[config.mk]
export PLATFORM = sky130hd
export DESIGN_NAME = program_sequencer_flat
export DESIGN_NICKNAME = d
export VERILOG_FILES = /design/src/rtl/program_sequencer_pkg.sv /design/src/rtl/program_sequencer_if.sv /design/src/rtl/seq_mul_acc.sv /design/src/rtl/program_sequencer.sv /design/src/flat_wrapper.sv
export SDC_FILE = /design/constraint.sdc
export NUM_CORES = 1
export LEC_CHECK = 0
export CORE_ASPECT_RATIO = 0.6
export CORE_MARGIN = 1
export CORE_UTILIZATION = 25
export CTS_CLUSTER_DIAMETER = 200
export DETAILED_ROUTE_END_ITERATION = 16
export HOLD_SLACK_MARGIN = 0.06
export PLACE_DENSITY_LB_ADDON = 0.15
export SETUP_SLACK_MARGIN = 0.2
export SYNTH_ARGS = -nofsm -noshare
export SYNTH_HDL_FRONTEND = slang
export SYNTH_SLANG_ARGS = --single-unit
export TNS_END_PERCENT = 50
[constraint.sdc]
create_clock -name clk -period 6.72 [get_ports clk]
set_input_delay 1.344 -clock clk [delete_from_list [all_inputs] [get_ports clk]]
set_output_delay 1.344 -clock clk [all_outputs]
set_load 0.02 [all_outputs]
[src/rtl/program_sequencer_pkg.sv]
`default_nettype none
// ============================================================================
// Module      : program_sequencer_pkg
// Description : Shared types and helpers for the program sequencer.
//               - state_e : sequencer FSM states (explicit 3-bit encoding)
//               - instr_t : ROM word overlay, nibbles d|c|b|a (MSB first)
//               - NIB_W   : width of a single instruction field
//               - nib_sum : 4-bit + 4-bit unsigned add with carry out
// Revision    : 1.0 - initial release
// ============================================================================
package program_sequencer_pkg;

    localparam int NIB_W = 4;

    typedef enum logic [2:0] {
        IDLE  = 3'd0,
        FETCH = 3'd1,
        ADD   = 3'd2,
        MUL   = 3'd3,
        SUB   = 3'd4,
        OUT   = 3'd5,
        DONE  = 3'd6
    } state_e;

    // Overlays the 16-bit ROM word: d = [15:12], c = [11:8], b = [7:4], a = [3:0].
    typedef struct packed {
        logic [NIB_W-1:0] d;
        logic [NIB_W-1:0] c;
        logic [NIB_W-1:0] b;
        logic [NIB_W-1:0] a;
    } instr_t;

    // Unsigned nibble sum kept one bit wider so a + d never overflows.
    function automatic logic [NIB_W:0] nib_sum(input logic [NIB_W-1:0] x,
                                               input logic [NIB_W-1:0] y);
        return {1'b0, x} + {1'b0, y};
    endfunction

endpackage
`default_nettype wire

[src/rtl/program_sequencer_if.sv]
`default_nettype none
// ============================================================================
// Module      : program_sequencer_if
// Description : Valid/ready result port carrying W_q and the ROM index that
//               produced it.
//               Signals : wq_valid, wq_ready, wq_data[RESULT_W], wq_index[4]
//               master  : producer (drives valid/data/index, samples ready)
//               slave   : consumer (drives ready, samples the rest)
// Revision    : 1.0 - initial release
// ============================================================================
interface program_sequencer_if #(
    parameter int RESULT_W = 10
);
    logic                wq_valid;
    logic                wq_ready;
    logic [RESULT_W-1:0] wq_data;
    logic [3:0]          wq_index;

    modport master (
        output wq_valid,
        output wq_data,
        output wq_index,
        input  wq_ready
    );

    modport slave (
        input  wq_valid,
        input  wq_data,
        input  wq_index,
        output wq_ready
    );
endinterface
`default_nettype wire

[src/rtl/seq_mul_acc.sv]
`default_nettype none
// ============================================================================
// Module      : seq_mul_acc
// Description : Shared accumulator datapath for W = (a + d) * b - c.
//               The multiply is repeated addition of (a + d), b times.
//               Ports:
//                 clk, rst      : clock, async active-high reset
//                 clr_i         : acc <= 0
//                 setup_i       : sum <= a + d, cnt <= b
//                 step_i        : one multiply step (acc += sum, cnt -= 1)
//                 sub_i         : acc <= acc - c
//                 instr_i       : latched instruction fields
//                 acc_o         : current accumulator
//                 acc_sub_o     : acc - c (value acc takes on sub_i)
//                 last_o        : the current step is the final MUL cycle
// Revision    : 1.0 - initial release
// ============================================================================
module seq_mul_acc
    import program_sequencer_pkg::*;
#(
    parameter int RESULT_W = 10
) (
    input  wire logic                clk,
    input  wire logic                rst,
    input  wire logic                clr_i,
    input  wire logic                setup_i,
    input  wire logic                step_i,
    input  wire logic                sub_i,
    input  wire instr_t              instr_i,
    output logic [RESULT_W-1:0]      acc_o,
    output logic [RESULT_W-1:0]      acc_sub_o,
    output logic                     last_o
);

    localparam logic [NIB_W-1:0] c_NIB_ONE = NIB_W'(1);

    logic [RESULT_W-1:0] acc_q;
    logic [NIB_W:0]      sum_q;
    logic [NIB_W-1:0]    cnt_q;
    logic [RESULT_W-1:0] acc_sub_d;

    // Two's-complement subtraction; the bit pattern is the signed result.
    assign acc_sub_d = acc_q - RESULT_W'(instr_i.c);

    assign acc_o     = acc_q;
    assign acc_sub_o = acc_sub_d;
    // cnt == 0 (b = 0) still costs one MUL cycle; cnt == 1 is the final add.
    assign last_o    = (cnt_q <= c_NIB_ONE);

    always_ff @(posedge clk or posedge rst) begin
        if (rst) begin
            acc_q <= '0;
            sum_q <= '0;
            cnt_q <= '0;
        end else begin
            if (clr_i) begin
                acc_q <= '0;
            end
            if (setup_i) begin
                sum_q <= nib_sum(instr_i.a, instr_i.d);
                cnt_q <= instr_i.b;
            end
            if (step_i && (cnt_q != '0)) begin
                acc_q <= acc_q + RESULT_W'(sum_q);
                cnt_q <= cnt_q - c_NIB_ONE;
            end
            if (sub_i) begin
                acc_q <= acc_sub_d;
            end
        end
    end

endmodule
`default_nettype wire

[src/rtl/program_sequencer.sv]
`default_nettype none
// ============================================================================
// Module      : program_sequencer
// Description : Walks Program_Rom entries 0..PROG_LEN-1, decodes each word
//               into nibbles a/b/c/d and computes W = (a + d) * b - c on a
//               shared accumulator, presenting each result on a valid/ready
//               port together with its ROM index.
//               Ports:
//                 clk, rst    : clock, async active-high reset
//                 start_i     : run request, honoured only in IDLE
//                 rom_addr_o  : ROM address (equals pc)
//                 rom_data_i  : combinational ROM data
//                 wq          : result port (master side)
//                 busy_o      : high whenever not IDLE
//                 done_o      : one-cycle pulse after the last handshake
// Revision    : 1.0 - initial release
// ============================================================================
module program_sequencer
    import program_sequencer_pkg::*;
#(
    parameter int PROG_LEN = 4,
    parameter int RESULT_W = 10
) (
    input  wire logic        clk,
    input  wire logic        rst,
    input  wire logic        start_i,
    output logic [3:0]       rom_addr_o,
    input  wire logic [15:0] rom_data_i,
    program_sequencer_if.master wq,
    output logic             busy_o,
    output logic             done_o
);

    localparam logic [3:0] c_LAST_PC = 4'(PROG_LEN - 1);
    localparam logic [3:0] c_PC_ONE  = 4'd1;

    state_e              state_q;
    logic [3:0]          pc_q;
    instr_t              instr_q;
    logic                wq_valid_q;
    logic [RESULT_W-1:0] wq_data_q;
    logic [3:0]          wq_index_q;
    logic                busy_q;
    logic                done_q;

    logic                w_clr;
    logic                w_setup;
    logic                w_step;
    logic                w_sub;
    logic                w_mul_last;
    logic [RESULT_W-1:0] w_acc;
    logic [RESULT_W-1:0] w_acc_sub;

    // Datapath strobes follow the FSM state directly.
    assign w_clr   = (state_q == FETCH);
    assign w_setup = (state_q == ADD);
    assign w_step  = (state_q == MUL);
    assign w_sub   = (state_q == SUB);

    seq_mul_acc #(
        .RESULT_W (RESULT_W)
    ) u_mul_acc (
        .clk       (clk),
        .rst       (rst),
        .clr_i     (w_clr),
        .setup_i   (w_setup),
        .step_i    (w_step),
        .sub_i     (w_sub),
        .instr_i   (instr_q),
        .acc_o     (w_acc),
        .acc_sub_o (w_acc_sub),
        .last_o    (w_mul_last)
    );

    always_ff @(posedge clk or posedge rst) begin
        if (rst) begin
            state_q    <= IDLE;
            pc_q       <= '0;
            instr_q    <= '0;
            wq_valid_q <= 1'b0;
            wq_data_q  <= '0;
            wq_index_q <= '0;
            busy_q     <= 1'b0;
            done_q     <= 1'b0;
        end else begin
            case (state_q)
                IDLE: begin
                    if (start_i) begin
                        pc_q    <= '0;
                        busy_q  <= 1'b1;
                        state_q <= FETCH;
                    end
                end
                FETCH: begin
                    instr_q <= instr_t'(rom_data_i);
                    state_q <= ADD;
                end
                ADD: begin
                    state_q <= MUL;
                end
                MUL: begin
                    if (w_mul_last) begin
                        state_q <= SUB;
                    end
                end
                SUB: begin
                    // Capture the post-subtract value so the output is
                    // registered and valid on the first OUT cycle.
                    wq_valid_q <= 1'b1;
                    wq_data_q  <= w_acc_sub;
                    wq_index_q <= pc_q;
                    state_q    <= OUT;
                end
                OUT: begin
                    if (wq.wq_ready) begin
                        wq_valid_q <= 1'b0;
                        if (pc_q == c_LAST_PC) begin
                            done_q  <= 1'b1;
                            state_q <= DONE;
                        end else begin
                            pc_q    <= pc_q + c_PC_ONE;
                            state_q <= FETCH;
                        end
                    end
                end
                DONE: begin
                    done_q  <= 1'b0;
                    busy_q  <= 1'b0;
                    pc_q    <= '0;
                    state_q <= IDLE;
                end
                default: begin
                    state_q <= IDLE;
                end
            endcase
        end
    end

    // The accumulator value is only consumed through the SUB capture.
    logic w_acc_unused;
    assign w_acc_unused = ^w_acc;

    assign rom_addr_o  = pc_q;
    assign wq.wq_valid = wq_valid_q;
    assign wq.wq_data  = wq_data_q;
    assign wq.wq_index = wq_index_q;
    assign busy_o      = busy_q;
    assign done_o      = done_q;

endmodule
`default_nettype wire

[src/flat_wrapper.sv]
// flat-port wrapper written by rule: the top's interface ports become plain ports
module program_sequencer_flat import program_sequencer_pkg::*;
#(
    parameter int PROG_LEN = 4,
    parameter int RESULT_W = 10
)
  (clk, rst, start_i, rom_addr_o, rom_data_i, busy_o, done_o, wq_wq_valid, wq_wq_data, wq_wq_index, wq_wq_ready);
  program_sequencer_if #(.RESULT_W(RESULT_W)) wq_i ();
  input  wire logic clk;
  input  wire logic rst;
  input  wire logic start_i;
  output logic [3:0] rom_addr_o;
  input  wire logic [15:0] rom_data_i;
  output logic busy_o;
  output logic done_o;
  output wire logic [$bits(wq_i.wq_valid)-1:0] wq_wq_valid;
  output wire logic [$bits(wq_i.wq_data)-1:0] wq_wq_data;
  output wire logic [$bits(wq_i.wq_index)-1:0] wq_wq_index;
  input wire logic [$bits(wq_i.wq_ready)-1:0] wq_wq_ready;
  assign wq_wq_valid = wq_i.wq_valid;
  assign wq_wq_data = wq_i.wq_data;
  assign wq_wq_index = wq_i.wq_index;
  assign wq_i.wq_ready = wq_wq_ready;
  program_sequencer #(.PROG_LEN(PROG_LEN), .RESULT_W(RESULT_W)) u_core (.clk(clk), .rst(rst), .start_i(start_i), .rom_addr_o(rom_addr_o), .rom_data_i(rom_data_i), .wq(wq_i), .busy_o(busy_o), .done_o(done_o));
endmodule
==> impl_metrics.csv <==
group,metric,value,unit
run_status,status,"finished, final reports clean",
drt,vias_per_cell,4.51,
die,fp.dieW,149,um
cts,cts_made_buffers,9,
die,core-area,12300,um2
drt,wl,7720,um
final_layout,area_growth,27.4,%
pwr,p_total,2.16,mW
drt,firstDrtPassIters,4,
sta,rsz0062_at_grt,"no",
placement,place.gp.congestion,0.799,
drt,route.detailed.drc,0,
sta,fin_worst_skew,0.0110,ns
placement,place_ws,3.56,ns
yosys,yosys.area_share.adder,8.41,%
min_path,holdCritStartpoint,"u_core.wq.wq_index[2]",
min_path,min_path_type,"reg2reg",
drt,drt_iter0_markers,84,
yosys,syn_inst,327,
sta,setup_viol,0,
critical_path,startpoint,"start_i",
yosys,synth_compound_area_share,17.6,%
pwr,ir_drop,195,uV
cts,ctsRootBufferMaster,"clkbuf_16",
global_routing,grt_max_degree,60,
yosys,yosys.area_share.simple,16.1,%
critical_path,critPathKind,"in2reg",
yosys,muxShareOfSynthArea,4.47,%
final_layout,postLayoutCoreUtil,33.5,%
yosys,synth_cell_type_count,59,
critical_path,cp.arrival,3.03,ns
sta,final.setup.tns,0,ns
final_layout,register_area,1480,um2
cts,cts_tree,"done",
sta,fin_crit_sh,41.9,%
critical_path,crit_fanout,5,
die,die_height,90.2,um
sta,worstMarginPinSlew,1.04,ns
sta,drv_slew,0,
global_routing,grt_pass1_wl,12800,um
die,row_count,31,
placement,dp_hpwl,5500,um
yosys,syn_area,3240,um2
critical_path,worst_setup_path_end_kind,"flip-flop",
yosys,synthXorXnorAreaFrac,3.78,%
pwr,p_leak,1.79,nW
die,initial_core_util,26.3,%
sta,hold_violations,0,
cts,clk_pin_slew_worst_paths,0.05,ns
cts,cts_sinks,59,
cts,post_cts_resized,0,
sta,fin_ws,3.91,ns
yosys,synthesis.nets,367,
job,maxCapViolCount,0,
cts,h-tree-depth,3,
sta,timing.hold.ws,0.477,ns
placement,place_area,3810,um2
drt,routedWlPerCell,14.3,um
final_layout,stdcell_count,538,
final_layout,antennaDiodeCount,0,
yosys,synthFlopType,"dfrtp_1",
yosys,synth_top_family_by_area,"compound AO/OA/AOI/OAI gates",
placement,port_buffers,40,
final_layout,drive_above_1_share,12.1,%
yosys,ys_seq_area_share,45.5,%
yosys,ys_seq_elements,59,
cts,cts_max_path_buffers,2,
final_layout,multi_input_area,1630,um2
yosys,synth_edf_count,0,
sta,clock.fmax,356,MHz
yosys,async_flop_share,100,%
critical_path,timing.rr.start,"u_core.u_mul_acc.acc_o[0]",
global_routing,grt_usage,12.5,%
pwr,pwr_density_cell,522,nW/um2
placement,dp_cells,522,
global_routing,grt_pass1_vias,2394,
global_routing,grt_overflow,0,
global_routing,antenna_found_initial,0,
final_layout,fin_nets,408,
cts,post_cts_buffers,0,
die,io_pins,41,
die,dieArea,13500,um2
critical_path,required,6.94,ns
sta,worst_slew_margin_rel,30.1,%
final_layout,final_area,4130,um2
cts,clkLatencyLatePin,0.34,ns
drt,detail-route-antenna-nets,0,
sta,period_needed,2.81,ns
cts,ctsHoldBuffers,0,
yosys,avgSynthCellArea,9.92,um2
critical_path,crit_path_start_kind,"input pin",
drt,vias,2426,
yosys,yosys_warnings,0,
final_layout,fillers,1267,
## flip-flops by register name (all words and copies together) (netlist names), 3 cells and up
register,cells
u_core.state_q,3
u_core.instr_q,16
u_core.rom_addr_o,4
u_core.u_mul_acc.cnt_q,4
u_core.u_mul_acc.acc_o,10
u_core.wq.wq_data,10
u_core.u_mul_acc.sum_q,5
u_core.wq.wq_index,4
## cells in the mapped netlist (2+ instances only)
library cell  instances  area share [%]
a211oi_1              3            0.69
a21o_1                4            0.93
a21oi_1              10             1.5
a221o_1               2            0.62
a22oi_1               2            0.46
a31oi_1               3            0.58
and3_1                2            0.39
buf_2                 5            0.77
clkbuf_1              5            0.58
dfrtp_1              59              46
fa_1                  3             1.9
ha_1                 17             6.6
inv_1                18             2.1
mux2_2               12             4.2
nand2_1              46             5.3
nand2b_1              5            0.96
nand3_1               2            0.31
nand4_1               2            0.39
nor2_1               20             2.3
nor2b_1               4            0.77
nor3_1               10             1.5
o211ai_1              2            0.46
o21a_1                6             1.4
o21ai_0              33             5.1
o31a_1                2            0.54
o31ai_1               2            0.46
or2_1                 2            0.39
or3b_2                3            0.81
xnor2_1               8             2.2
xor2_1                6             1.6
## power by group
| part | internal, mW | switching, mW |
|---|---|---|
| sequential | 0.503 | 0.144 |
| clock | 0.327 | 0.175 |
| combinational | 0.455 | 0.554 |
| total | 1.28 | 0.873 |
## worst max-delay path, stage by stage
cell             delay [ns]
clkdlybuf4s50_1        0.49
or3b_2                 0.46
a21oi_2                0.25
or2_1                  0.16
mux2_2                 0.33
## cell families after synthesis
group	count (synthesis)
xor gates and xnor gates	14
muxes	13
DFF	59
adders and majority gates	20
and+or+nand+nor	105
AOI/OAI and AO/OA	85
buffers and inverters	31
## final cells by class
cell class | count | area share (%)
timing repair buffer | 43 | 10.2
clock inverter | 7 | 2.45
tap | 165 | 4.99
clock buffer | 9 | 5.45
inverter | 18 | 1.63
sequential | 59 | 35.7
multi-input combinational | 237 | 39.5
## per-layer routing
| metal | up-vias | global-route usage (%) | part of all wire, % |
|---|---|---|---|
| met5 | - | 0 | 0 |
| met4 | 0 | 3.83 | 0.74 |
| met3 | 5 | 5.08 | 3.8 |
| met2 | 38 | 15.4 | 39 |
| met1 | 1144 | 19.2 | 57 |
| li1 | 1239 | - | - |
## placed cells by master, fill, tap and decap left out, types with 3 or more instances in the layout
| master | netlist | final |
|---|---|---|
| xnor2_1 | 8 | 8 |
| fa_1 | 3 | 3 |
| xor2_1 | 6 | 6 |
| a21oi_1 | 10 | 10 |
| inv_1 | 18 | 17 |
| o21ai_0 | 33 | 33 |
| dfrtp_1 | 59 | 59 |
| a21o_1 | 4 | 4 |
| mux2_2 | 12 | 12 |
| clkdlybuf4s50_1 | 0 | 40 |
| or3b_2 | 3 | 3 |
| buf_4 | 1 | 3 |
| nor3_1 | 10 | 10 |
| a31oi_1 | 3 | 3 |
| nor2_1 | 20 | 20 |
| clkbuf_16 | 0 | 9 |
| a211oi_1 | 3 | 3 |
| ha_1 | 17 | 17 |
| nor2b_1 | 4 | 4 |
| nand2_1 | 46 | 46 |
| o21a_1 | 6 | 6 |
| nand2b_1 | 5 | 5 |
## worst paths after layout
| kind | depth (start not counted) | to | slack (ns) |
|---|---|---|---|
| max in group asynchronous | 3 | u_core.instr_q[1] | 4.64 |
| worst max-delay path | 5 | u_core.rom_addr_o[0] | 3.91 |
| worst min register to register | 2 | u_core.wq.wq_index[2] | 0.48 |
| worst min-delay path | 2 | u_core.wq.wq_index[2] | 0.48 |
| worst max register to register | 9 | u_core.u_mul_acc.acc_o[6] | 4.21 |
| min in group asynchronous | 3 | u_core.wq.wq_data[8] | 1.55 |
(Power assumes the default switching activity.)
